--- config.mk ---
export PLATFORM = sky130hd
export DESIGN_NAME = edge_sensing_multi
export DESIGN_NICKNAME = d
export VERILOG_FILES = /design/src/rtl/edge_sensing_pkg.sv /design/src/rtl/edge_sensing_channel.sv /design/src/rtl/edge_sensing_multi.sv
export SDC_FILE = /design/constraint.sdc
export NUM_CORES = 1
export LEC_CHECK = 0
export BUFFER_PORTS_ARGS = -buffer_cell sky130_fd_sc_hd__buf_4
export CAP_MARGIN = 20
export CORE_UTILIZATION = 54
export CTS_CLUSTER_SIZE = 12
export DETAILED_ROUTE_END_ITERATION = 7
export GPL_ROUTABILITY_DRIVEN = 0
export HOLD_SLACK_MARGIN = 0.12
export PLACE_DENSITY = 0.79
export SYNTH_ARGS = -nofsm -noshare
export SYNTH_HDL_FRONTEND = slang
export SYNTH_SLANG_ARGS = --single-unit
--- constraint.sdc ---
create_clock -name clk -period 2.45 [get_ports clk]
set_input_delay 0.49 -clock clk [delete_from_list [all_inputs] [get_ports clk]]
set_output_delay 0.49 -clock clk [all_outputs]
set_load 0.01 [all_outputs]
--- src/rtl/edge_sensing_pkg.sv ---
// Shared types and helpers for the multi-channel edge sensing block.
package edge_sensing_pkg;

  typedef enum logic [1:0] {
    EDGE_OFF  = 2'b00,
    EDGE_RISE = 2'b01,
    EDGE_FALL = 2'b10,
    EDGE_BOTH = 2'b11
  } edge_mode_t;

  // Bits needed for a counter that holds values 0..max_val.
  function automatic int cnt_width(input int max_val);
    return (max_val < 1) ? 1 : $clog2(max_val + 1);
  endfunction

endpackage

--- src/rtl/edge_sensing_channel.sv ---
// One channel: synchroniser, glitch filter, edge qualifier, pulse stretcher
// and sticky pending flag.
module edge_sensing_channel
  import edge_sensing_pkg::*;
#(
  parameter int SYNC_STAGES = 2,
  parameter int FILTER_LEN  = 4,
  parameter int PULSE_LEN   = 1
) (
  input  logic       clk,
  input  logic       rst,
  input  logic       d,
  input  edge_mode_t mode,
  input  logic       clear,
  output logic       q,
  output logic       level,
  output logic       pending,
  output logic       pending_next
);

  localparam int FW = cnt_width(FILTER_LEN);
  localparam int PW = cnt_width(PULSE_LEN);
  localparam logic [FW-1:0] FILT_LAST  = FW'(FILTER_LEN - 1);
  localparam logic [PW-1:0] PULSE_LOAD = PW'(PULSE_LEN);

  logic [SYNC_STAGES-1:0] sync;
  logic                   s;
  logic [FW-1:0]          filt_cnt, filt_cnt_next;
  logic                   level_next;
  logic                   rise, fall, event_hit;
  logic [PW-1:0]          pulse_cnt, pulse_cnt_next;

  assign s = sync[SYNC_STAGES-1];

  // NOTE: every always_comb output gets a default first so no path can
  // leave it unassigned and infer a latch.
  always_comb begin
    filt_cnt_next = '0;
    level_next    = level;
    if (s != level) begin
      if (filt_cnt == FILT_LAST) level_next = s;
      else                       filt_cnt_next = filt_cnt + 1'b1;
    end
  end

  assign rise = level_next & ~level;
  assign fall = ~level_next & level;

  always_comb begin
    event_hit = 1'b0;
    case (mode)
      EDGE_OFF:  event_hit = 1'b0;
      EDGE_RISE: event_hit = rise;
      EDGE_FALL: event_hit = fall;
      EDGE_BOTH: event_hit = rise | fall;
    endcase
  end

  // A new event reloads the counter, so a retrigger extends the pulse gaplessly.
  always_comb begin
    pulse_cnt_next = '0;
    if (event_hit)              pulse_cnt_next = PULSE_LOAD;
    else if (pulse_cnt != '0)   pulse_cnt_next = pulse_cnt - 1'b1;
  end

  // Set beats clear when both land in the same cycle.
  assign pending_next = event_hit | (pending & ~clear);

  // NOTE: sequential state uses non-blocking assignments so every flop
  // samples the pre-edge values regardless of statement order.
  always_ff @(posedge clk) begin
    if (rst) begin
      sync      <= '0;
      filt_cnt  <= '0;
      level     <= 1'b0;
      pulse_cnt <= '0;
      q         <= 1'b0;
      pending   <= 1'b0;
    end else begin
      sync      <= {sync[SYNC_STAGES-2:0], d};
      filt_cnt  <= filt_cnt_next;
      level     <= level_next;
      pulse_cnt <= pulse_cnt_next;
      q         <= (pulse_cnt_next != '0);
      pending   <= pending_next;
    end
  end

endmodule

--- src/rtl/edge_sensing_multi.sv ---
// Multi-channel edge sensing: independent channels plus a registered
// any_pending summary aligned with the pending flags.
module edge_sensing_multi
  import edge_sensing_pkg::*;
#(
  parameter int CHANNELS    = 8,
  parameter int SYNC_STAGES = 2,
  parameter int FILTER_LEN  = 4,
  parameter int PULSE_LEN   = 1
) (
  input  logic                     clk,
  input  logic                     rst,
  input  logic [CHANNELS-1:0]      d,
  input  logic [CHANNELS-1:0][1:0] mode,
  input  logic [CHANNELS-1:0]      clear,
  output logic [CHANNELS-1:0]      q,
  output logic [CHANNELS-1:0]      level,
  output logic [CHANNELS-1:0]      pending,
  output logic                     any_pending
);

  logic [CHANNELS-1:0] pending_next;

  for (genvar i = 0; i < CHANNELS; i++) begin : g_ch
    edge_sensing_channel #(
      .SYNC_STAGES (SYNC_STAGES),
      .FILTER_LEN  (FILTER_LEN),
      .PULSE_LEN   (PULSE_LEN)
    ) u_ch (
      .clk          (clk),
      .rst          (rst),
      .d            (d[i]),
      .mode         (edge_mode_t'(mode[i])),
      .clear        (clear[i]),
      .q            (q[i]),
      .level        (level[i]),
      .pending      (pending[i]),
      .pending_next (pending_next[i])
    );
  end

  // Reduce the next-state flags so any_pending lands on the same edge as pending.
  always_ff @(posedge clk) begin
    if (rst) any_pending <= 1'b0;
    else     any_pending <= |pending_next;
  end

endmodule

==> out/results.ini <==
[status]
status = finished clean

[setup_path]
rr_endpoint = any_pending
rrSetupSlack_ns = 0.21
worstSetupPathType = flop to flop
crit_start = g_ch[2].u_ch.filt_cnt[0]
cp_max_fo = 4
cp-start-kind = flop
critPathCaptureType = flop
reg2reg_depth = 10
reg2reg_from = g_ch[2].u_ch.filt_cnt[0]
cp.arrival_ns = 2.42
required_ns = 2.63

[sta]
layout_setup_ws_ns = 0.207
tightest_slew_ns = 0.495
fmax_mhz = 446
finalSetupViolations = 0
tns_ns = 0
skew_ns = 0.00749
rsz0062_at_grt = false
finalMaxSlewViolations = 0
fin_crit_ns = 2.24
slew_headroom_pct = 67.0
hold_viol_final = 0
fin_crit_sh_pct = 91.5

[place]
port_buffers = 58
place_ws_ns = 0.223
dp_hpwl_mm = 3.16

[die]
start_util_pct = 57.7
fp.dieH_um = 74.0
die_x_um = 74.0
die-area_um2 = 5480
ios = 59
fp-row-count = 25
design.core.area_um2 = 4850

[route]
drt-initial-drc-count = 79
vias = 1956
drc = 0
wl_mm = 4.32
wl_per_cell_um = 10.5
dr.pass1.iters = 4
viasPerCell = 4.77
ant_nets = 0

[synthesis]
yosys_most_used_dff = dfxtp_1
syn-num-nets = 356
syn-mean-instance-area_um2 = 9.39
yosys.cell_types.count = 25
synthArstFlopShare_pct = 0
netlist_area_um2 = 2800
ys_seq_area_share_pct = 46.5
ys_top_cells_by_area = dfxtp_1 46%, ha_1 11%, nor2b_1 7.6%
synth.largest_area_cell = dfxtp_1
yosys-top-cells-count = 65 x dfxtp_1, 34 x nor2b_1, 27 x nor2_1
yosysMostFrequentCell = dfxtp_1
yosys_warnings = 0
synth_edf_count = 0
synth-seq-cells = 65
synth_top_area_share_pct = 46.5
netlist_instances = 298

[cts]
ctsHoldBuffers = 0
h-tree-depth = 3
cts_max_path_buffers = 2
cts.sink_count = 65
clk_latency_ns = 0.33
cts_resized = 0
cts_buffers = 9
cts_root_buf = clkbuf_8
cts_setup_buffers = 0
cts_tree = yes
cts.clk_slew.worst_paths_ns = 0.07

[global_route]
track_usage_pct = 17.8
antenna_found_initial = 0
grt_pass1_wl_mm = 7.30
grt_max_degree = 50
grt_overflow = 0
grt_pass1_vias = 1804

[min_path]
hold_path_class = input pin to flop
min_from = d[5]
hold_path_end = g_ch[5].u_ch.sync[0]
whs_path_depth = 2

[pwr]
leakagePower_uw = 0.00141
power.density_nw_per_um2 = 630
power_uw = 2080
ir_drop_mv = 0.504

[layout]
diodes = 0
syn_to_final_growth_pct = 18.2
nets = 396
drive_gt1_share_pct = 21.6

[flow_run]
maxCapViolCount = 0

## metrics by stage
| stage | cells | util, % | area (um^2) | hold WS, ns |
|---|---|---|---|---|
| finish | 410 | 68.2 | 3310 | 0.370 |
| global route | 410 | 68.2 | 3310 | 0.366 |
| CTS | 410 | 68.2 | 3310 | 0.354 |
| detailed placement | 394 | 64.3 | 3120 | 0.414 |
| global placement | 394 | 64.3 | 3120 | 0.405 |
| floorplan | 298 | - | 2800 | 0.399 |
## sequential cells by signal, summed over array words and instances (netlist names)
register            flops
g_ch.u_ch.filt_cnt     24
g_ch.u_ch.sync         16
g_ch.u_ch.level         8
g_ch.u_ch.pending       8
g_ch.u_ch.q             8
any_pending             1
## worst max-delay path by stage
stage	endpoint	slack [ns]
floorplan	any_pending	0.56
global placement	any_pending	0.30
detailed placement	any_pending	0.22
CTS	any_pending	0.20
global route	any_pending	0.07
finish	any_pending	0.21
## layer usage
layer,part of all wire [%],wire length [um],vias to the layer above,track usage [%]
met5,0,0,-,0
met4,2.2,94,0,10.9
met3,6.1,264,10,4.61
met2,44,1910,52,28.2
met1,48,2050,867,21.8
li1,-,-,1027,-
## worst max-delay path: stages, from the launching register on
cell	delay (ns)
dfxtp_1	0.31
ha_1	0.19
ha_1	0.21
nand2_1	0.07
o21ai_0	0.10
ha_1	0.30
nand2_1	0.05
o21ai_0	0.09
a31oi_1	0.14
nor4_1	0.48
a41oi_2	0.16
## power by group
| part | switching [uW] | leakage (uW) | internal (uW) |
|---|---|---|---|
| clock | 369 | 0.0000974 | 496 |
| combinational | 52.5 | 0.000779 | 74.4 |
| sequential | 11.4 | 0.000530 | 1080 |
| total | 433 | 0.00141 | 1650 |
## layout make-up
class | instances | area (um^2)
clock buffers | 13 | 149
clock inverters | 3 | 40.0
fillers | 408 | 1540
inverters | 26 | 97.6
multi-input cells | 178 | 1200
flip-flops and latches | 65 | 1300
well taps | 67 | 83.8
repair buffers | 58 | 435
## layout by cell type, fill, tap and decap left out
master / n
a21oi_1: 9
a31oi_1: 7
a41oi_2: 1
and4b_1: 4
buf_4: 58
bufinv_16: 1
clkbuf_1: 3
clkbuf_8: 10
clkinv_2: 2
dfxtp_1: 65
ha_1: 24
inv_1: 25
inv_2: 1
nand2_1: 12
nand2b_1: 14
nand3_1: 2
nand3b_1: 2
nand4b_1: 1
nor2_1: 27
nor2b_1: 34
nor3b_1: 4
nor4_1: 1
nor4bb_1: 2
o21ai_0: 16
or2b_2: 1
or3_1: 8
or4b_1: 1
xnor2_1: 8
## cell families after synthesis
group,count (synthesis),share of synthesized area [%]
xor gates and xnor gates,8,2.50
AOI/OAI and AO/OA,33,6.62
buffers and inverters,55,10.6
DFF,65,46.5
adders and majority gates,24,10.7
and+or+nand+nor,113,23.1
No activity file was read; power rests on OpenSTA's default activity.
